==> src/rtl/lib_pkg.sv <==
// Shared types for the RV32I front end: opcode classes,
// opcode encodings, fetch FSM states and the NOP word.
package lib_pkg;

  typedef enum logic [3:0] {
    OP_LUI,
    OP_AUIPC,
    OP_JAL,
    OP_JALR,
    OP_BRANCH,
    OP_LOAD,
    OP_STORE,
    OP_OPIMM,
    OP_OP,
    OP_MISCMEM,
    OP_SYSTEM,
    OP_ILLEGAL
  } op_type_t;

  typedef enum logic [2:0] {
    IDLE,
    FETCH,
    WAIT,
    EXEC,
    HALT
  } fetch_state_t;

  localparam logic [6:0] OPC_LUI     = 7'b0110111;
  localparam logic [6:0] OPC_AUIPC   = 7'b0010111;
  localparam logic [6:0] OPC_JAL     = 7'b1101111;
  localparam logic [6:0] OPC_JALR    = 7'b1100111;
  localparam logic [6:0] OPC_BRANCH  = 7'b1100011;
  localparam logic [6:0] OPC_LOAD    = 7'b0000011;
  localparam logic [6:0] OPC_STORE   = 7'b0100011;
  localparam logic [6:0] OPC_OPIMM   = 7'b0010011;
  localparam logic [6:0] OPC_OP      = 7'b0110011;
  localparam logic [6:0] OPC_MISCMEM = 7'b0001111;
  localparam logic [6:0] OPC_SYSTEM  = 7'b1110011;

  localparam logic [31:0] NOP = 32'h0000_0013;

  function automatic op_type_t decode_op(
    input logic [6:0] opc
  );
    op_type_t t;
    t = OP_ILLEGAL;
    case (opc)
      OPC_LUI:     t = OP_LUI;
      OPC_AUIPC:   t = OP_AUIPC;
      OPC_JAL:     t = OP_JAL;
      OPC_JALR:    t = OP_JALR;
      OPC_BRANCH:  t = OP_BRANCH;
      OPC_LOAD:    t = OP_LOAD;
      OPC_STORE:   t = OP_STORE;
      OPC_OPIMM:   t = OP_OPIMM;
      OPC_OP:      t = OP_OP;
      OPC_MISCMEM: t = OP_MISCMEM;
      OPC_SYSTEM:  t = OP_SYSTEM;
      default:     t = OP_ILLEGAL;
    endcase
    return t;
  endfunction

endpackage

==> src/rtl/imm_gen.sv <==
// Immediate generator: instr, op_type -> sign-extended imm.
// Ports: instr (32), op_type (op_type_t) in; imm (32) out.
module imm_gen
  import lib_pkg::*;
(
  input  logic [31:0] instr,
  input  op_type_t    op_type,
  output logic [31:0] imm
);

  logic [31:0] i_imm;
  logic [31:0] s_imm;
  logic [31:0] b_imm;
  logic [31:0] u_imm;
  logic [31:0] j_imm;
  logic        unused_ok;

  assign i_imm = {{20{instr[31]}}, instr[31:20]};
  assign s_imm = {{20{instr[31]}}, instr[31:25],
                  instr[11:7]};
  assign b_imm = {{19{instr[31]}}, instr[31], instr[7],
                  instr[30:25], instr[11:8], 1'b0};
  assign u_imm = {instr[31:12], 12'b0};
  assign j_imm = {{11{instr[31]}}, instr[31],
                  instr[19:12], instr[20],
                  instr[30:21], 1'b0};

  assign unused_ok = ^instr[6:0];

  always_comb begin
    imm = 32'h0;
    unique case (op_type)
      OP_JALR, OP_LOAD, OP_OPIMM,
      OP_MISCMEM, OP_SYSTEM:   imm = i_imm;
      OP_STORE:                imm = s_imm;
      OP_BRANCH:               imm = b_imm;
      OP_LUI, OP_AUIPC:        imm = u_imm;
      OP_JAL:                  imm = j_imm;
      default:                 imm = 32'h0;
    endcase
  end

endmodule

==> src/rtl/fetch_decode.sv <==
// RV32I fetch/decode stage: owns the PC, fetches over a valid/ready
// imem port, latches and decodes one instruction per commit pulse.
// Ports: clk, rst_n; imem req/rsp; sel_pc, fin, pc_target from the
// controller/ALU; pc, pc_plus4, instr, decode fields, imm,
// instr_valid, halted, illegal. Optional macro PC_MISALIGN_CHECK_EN
// adds a sticky 'misaligned' output for jump targets with bit 1 set.
module fetch_decode
  import lib_pkg::*;
#(
  parameter logic [31:0] RESET_PC = 32'h0000_0000
) (
  input  logic        clk,
  input  logic        rst_n,
  output logic        imem_req_valid,
  input  logic        imem_req_ready,
  output logic [31:0] imem_addr,
  input  logic        imem_rsp_valid,
  input  logic [31:0] imem_rsp_data,
  input  logic        sel_pc,
  input  logic        fin,
  input  logic [31:0] pc_target,
  output logic [31:0] pc,
  output logic [31:0] pc_plus4,
  output logic [31:0] instr,
  output op_type_t    op_type,
  output logic [2:0]  funct3,
  output logic [6:0]  funct7,
  output logic [4:0]  rd,
  output logic [4:0]  rs1,
  output logic [4:0]  rs2,
  output logic [31:0] imm,
  output logic        instr_valid,
  output logic        halted,
`ifdef PC_MISALIGN_CHECK_EN
  output logic        misaligned,
`endif
  output logic        illegal
);

  fetch_state_t state;
  fetch_state_t state_n;

  logic        pc_we;
  logic        instr_we;
  logic        halt_set;
  logic        ill_set;
  logic        mis_hit;
  logic [31:0] pc_next;
  logic        unused_ok;

  assign unused_ok = pc_target[0];

`ifdef PC_MISALIGN_CHECK_EN
  assign mis_hit = sel_pc & pc_target[1];
`else
  assign mis_hit = 1'b0;
`endif

  assign op_type  = decode_op(instr[6:0]);
  assign funct3   = instr[14:12];
  assign funct7   = instr[31:25];
  assign rd       = instr[11:7];
  assign rs1      = instr[19:15];
  assign rs2      = instr[24:20];
  assign pc_plus4 = pc + 32'd4;
  assign imem_addr = pc;

  // Jump targets always land on an even address.
  assign pc_next = sel_pc ? {pc_target[31:1], 1'b0}
                          : pc_plus4;

  imm_gen u_imm_gen (
    .instr   (instr),
    .op_type (op_type),
    .imm     (imm)
  );

  always_ff @(posedge clk or negedge rst_n) begin
    if (!rst_n) state <= IDLE;
    else        state <= state_n;
  end

  always_comb begin
    state_n        = state;
    imem_req_valid = 1'b0;
    instr_valid    = 1'b0;
    pc_we          = 1'b0;
    instr_we       = 1'b0;
    halt_set       = 1'b0;
    ill_set        = 1'b0;
    unique case (state)
      IDLE: state_n = FETCH;
      FETCH: begin
        imem_req_valid = 1'b1;
        if (imem_req_ready) state_n = WAIT;
      end
      WAIT: begin
        if (imem_rsp_valid) begin
          instr_we = 1'b1;
          state_n  = EXEC;
        end
      end
      EXEC: begin
        if (op_type == OP_ILLEGAL) begin
          ill_set  = 1'b1;
          halt_set = 1'b1;
          state_n  = HALT;
        end else begin
          instr_valid = 1'b1;
          if (fin || mis_hit) begin
            halt_set = 1'b1;
            state_n  = HALT;
          end else begin
            pc_we   = 1'b1;
            state_n = FETCH;
          end
        end
      end
      HALT: state_n = HALT;
      default: state_n = IDLE;
    endcase
  end

  always_ff @(posedge clk or negedge rst_n) begin
    if (!rst_n) begin
      pc      <= RESET_PC;
      instr   <= NOP;
      halted  <= 1'b0;
      illegal <= 1'b0;
    end else begin
      if (instr_we) instr   <= imem_rsp_data;
      if (pc_we)    pc      <= pc_next;
      if (halt_set) halted  <= 1'b1;
      if (ill_set)  illegal <= 1'b1;
    end
  end

`ifdef PC_MISALIGN_CHECK_EN
  always_ff @(posedge clk or negedge rst_n) begin
    if (!rst_n)
      misaligned <= 1'b0;
    else if (instr_valid && !fin && mis_hit)
      misaligned <= 1'b1;
  end
`endif

endmodule
==> config.mk <==
export PLATFORM = sky130hd
export DESIGN_NAME = fetch_decode
export DESIGN_NICKNAME = d
export VERILOG_FILES = /design/src/rtl/lib_pkg.sv /design/src/rtl/imm_gen.sv /design/src/rtl/fetch_decode.sv
export SDC_FILE = /design/constraint.sdc
export NUM_CORES = 1
export LEC_CHECK = 0
export ABC_AREA = 1
export BUFFER_PORTS_ARGS = -buffer_cell sky130_fd_sc_hd__buf_2
export CAP_MARGIN = 20
export CORE_MARGIN = 10
export CORE_UTILIZATION = 46
export DETAILED_ROUTE_END_ITERATION = 8
export PLACE_DENSITY = 0.8
export RECOVER_POWER = 50
export SYNTH_ARGS = -nofsm -noshare
export SYNTH_HDL_FRONTEND = slang
export SYNTH_SLANG_ARGS = --single-unit
==> constraint.sdc <==
create_clock -name clk -period 1.95 [get_ports clk]
set_input_delay 0.0975 -clock clk [delete_from_list [all_inputs] [get_ports clk]]
set_output_delay 0.0975 -clock clk [all_outputs]
set_load 0.05 [all_outputs]
==> impl_results.md <==
* Post-synth EDFFs at 0
* Filler cells at just under 600
* Fmax achieved at between 400 and 500 MHz
* HP Start: pc_target[18]
* Min-delay worst type: in -> reg
* Final min period at roughly 2.5 ns
* Sw power at ~8 mW
* Pins over their slew limit at 29
* Slowest cell on crit path: dfstp_4
* Site Rows at 37
* Clock transition at path regs at approximately 0.10 ns
* # port buffers at 258
* End of the worst register-to-register path: imem_addr[29]$_DFFE_PN0P_
* Critical path buffer and inverter count at 4
* Hold Slack at around 0.017 ns
* Syn Inst Count at between 600 and 700
* Syn Area/Cell at 7.061 µm²
* Kind of critical path: reg -> out
* Setup violations, final at 99
* Die H at 122.7 µm
* Via count at 6487
* Setup crit start kind: flop
* RSZ-0062 raised after global routing: true
* Avg Vias per Cell at 5.641
* Setup crit end: imm[20]
* # placed instances at 1030
* Initial antenna violation count at 2
* Status: finished with violations
* Final worst slack at -0.5018 ns
* Worst setup startpoint: instr[4]$_DFFE_PN1P_
* Clk_lat worst skew at between 0.3 and 0.4 ns
* Layout overhead on the synthesized area at 77.25%
* Main combinational cell family by area after synthesis: simple AND/OR/NAND/NOR gates
* Power density cells at 1544 nW/µm²
* CTS tree: done
* Sw Ratio at between 60% and 70%
* Synth Area in Simple Gates at 35.05%
* Tcrit/Tclk final at 125.7%
* LEAKAGE at about 4.4 nW
* CTS root buf: clkbuf_8
* Reg power frac at a little over a fifth
* Routability cong. at approximately 0.95
* Final Power at 13.28 mW
* Register area share after synthesis at a little over a third
* Arr. time, crit path at ~2.4 ns
* Violated checks: capacitance limit, slew limit, setup timing
* Cell Chain, Critical Path: buf_8 > nor2_4 > nand2_2 > nand2_2 > nor2_4 > nand2_4 > nor3_4 > inv_2 > nand2_4 > buf_12 > nand2_8 > buf_6
* # clock sinks at 68
* R2R cell count at 13
* Tot GR Track Use at 27.83%
* CP top delay family: simple AND/OR/NAND/NOR gates
* Commonest non-fill, non-tap cell in the layout: nand2_1
* Maximum clock insertion buffer count at 2
* Grt total ovfl at 0
* Type of element capturing the critical path: primary output
* Starting Density at ~47%
* DRT antenna net count at 0
* Register bit total from synthesis at approximately 70
* Vias in the first global route at 6059
* Clock share of power at 12.3%
* Final Hold Viols at 0
* Synth unique cells at 38
* Post-Synth XOR/XNOR Area at around 2.5%
* Detailed Routing Iterations Pass 1 at 6
* Routed wire per std cell at 22.77 µm
* Share of layout cells above drive strength 1 at 50.99%
* Number of H-tree levels at 3
* Multi-input gate area at 3326 µm²
* Layout Cells excl Fill at about 1200
* Sequential Area at around 1800 µm²
* Worst-margin pin slew at 1.697 ns
* Logic pwr share at between 60% and 70%
* Clock Skew at between 0.02 and 0.025 ns
* Top_reg_cell synth: dfrtp_1
* Power Internal at around 5.3 mW
* IO Pins at between 200 and 300
* R2R setup slack at -0.36 ns
* Placement Setup Slack at -0.05675 ns
* Setup TNS at -24.13 ns
* Core area at 10280 µm²
* Post-Syn Area at around 4900 µm²
* Nets at 1078
* WP depth at 12
* Max-Cap Viols at 1
* Die W at 122.7 µm
* CP max stage delay at ~0.66 ns
* DR iter-0 viols at 741
* Routed wire length at between 20000 and 30000 µm
* Mux share of post-synthesis cell area at around 5.7%
* Ys async rst share at 100.0%
* Post-DP HPWL at approximately 14000 µm
* Die Footprint at 15050 µm²
* Global-route wire length before repair at between 30000 and 40000 µm
* Slew headroom at -13.13%
* Maximum vdd ir drop at 1.521 mV
* Synth warn at 0
* RR Startpoint: instr[4]$_DFFE_PN1P_
* Largest net degree at the start of global routing at 45
* Most frequent cells in the layout: 222 x nand2_1, 144 x buf_2, 75 x buf_4
* DR DRC count at 0
* Worst Path Max Fanout at 6
* Compound-Gate Fraction of Synth Area at 6.371%
* Critical Path RT at approximately 1.9 ns
* Post-Synth Adder-Cell Area at less than 1%
* Total CTS buffers at 9
-- metal layers --
layer | routed length (µm) | global-route usage [%]
met1 | 8667 | 30.16
met2 | 13290 | 49.23
met3 | 2433 | 7.438
met4 | 1791 | 13.48
met5 | 0 | 0
-- power by group through the flow --
stage          Combinational [mW]  Sequential [mW]  Clock (mW)
6_report                     8.80             2.85        1.63
5_1_grt                      9.08             2.89        1.69
4_1_cts                      8.02             2.72        1.58
3_5_place_dp                 7.41             2.78           0
3_3_place_gp                 7.34             2.76           0
2_1_floorplan                4.57             4.30           0
-- worst min path at each step --
stage                                endpoint  cells after the start
global route        imem_addr[10]$_DFFE_PN0P_                      3
floorplan                  halted$_DFFE_PN0P_                      0
detailed placement       state[0]$_DFFE_PN0P_                      1
finish              imem_addr[18]$_DFFE_PN0P_                      3
CTS                      instr[4]$_DFFE_PN1P_                      3
global placement         state[0]$_DFFE_PN0P_                      1
-- state kept, by name, summed over array words and instances, names as in the netlist --
| signal | flops |
|---|---|
| illegal | 1 |
| instr | 32 |
| state | 3 |
| halted | 1 |
| imem_addr | 31 |
-- what timing repair did --
item,in CTS,in global routing
hold buffers,30,0
resized for setup,131,132
setup endpoints to repair,74,96
endpoints found under the hold margin,53,0
pin swaps,25,21
cloned,6,1
setup buffers,28,39
-- worst reg2reg max path: stages, from the launching register on --
cell and delay [ns]:
dfstp_4 0.66, buf_8 0.13, buf_4 0.12, nand3_4 0.09, buf_6 0.15, a21oi_4 0.15, nor2_4 0.05, nand3_4 0.08
buf_6 0.11, nand3_4 0.17, buf_6 0.20, buf_16 0.14, nand2_1 0.07, nand2_1 0.07
-- layout make-up --
class | instances | share of cell area (%)
antenna | 2 | 0.05821
inverter | 44 | 2.081
clock buffer | 10 | 1.484
sequential | 68 | 20.36
clock inverter | 6 | 1.586
timing repair buffer | 384 | 33.77
tap | 136 | 1.979
multi-input combinational | 500 | 38.68
-- synthesized netlist by cell type (3+ instances only) --
master / instances / share of area, %
nand3_1: 21 / 2.2
nand3_2: 3 / 0.62
buf_2: 3 / 0.31
buf_4: 64 / 9.9
nand3b_1: 11 / 1.7
dfrtp_1: 65 / 34
xor2_1: 11 / 2.0
xnor2_1: 3 / 0.54
nor2_4: 3 / 0.70
inv_2: 3 / 0.23
dfstp_2: 3 / 1.6
o21ai_0: 13 / 1.3
a21oi_1: 14 / 1.4
nand2_2: 15 / 1.9
nor3_1: 3 / 0.31
nor2_1: 72 / 5.6
a21boi_0: 8 / 1.2
mux2i_1: 5 / 1.0
nor2_2: 3 / 0.39
clkbuf_1: 7 / 0.54
mux2_2: 20 / 4.6
nand2_1: 261 / 20
inv_1: 41 / 3.2
o21ai_1: 15 / 1.5
nand4_1: 4 / 0.52
-- logic make-up (layout without fill, tap and decap cells) --
| kind of cell | count (synthesis) | in the layout |
|---|---|---|
| compound gates | 55 | 55 |
| xor+xnor | 14 | 14 |
| fa+ha+maj | 1 | 1 |
| buf+inv | 122 | 444 |
| flops | 68 | 68 |
| mux | 25 | 25 |
| other cells | 1 | 5 |
| simple gates | 401 | 402 |
-- through the flow --
step | cell area [µm²] | util (%)
5_1_grt | 8598 | 83.66
2_1_floorplan | 5450 | -
4_1_cts | 7945 | 77.31
6_report | 8598 | 83.66
3_5_place_dp | 6614 | 64.35
3_3_place_gp | 6614 | 64.35
No activity file was read; power rests on OpenSTA's default activity.
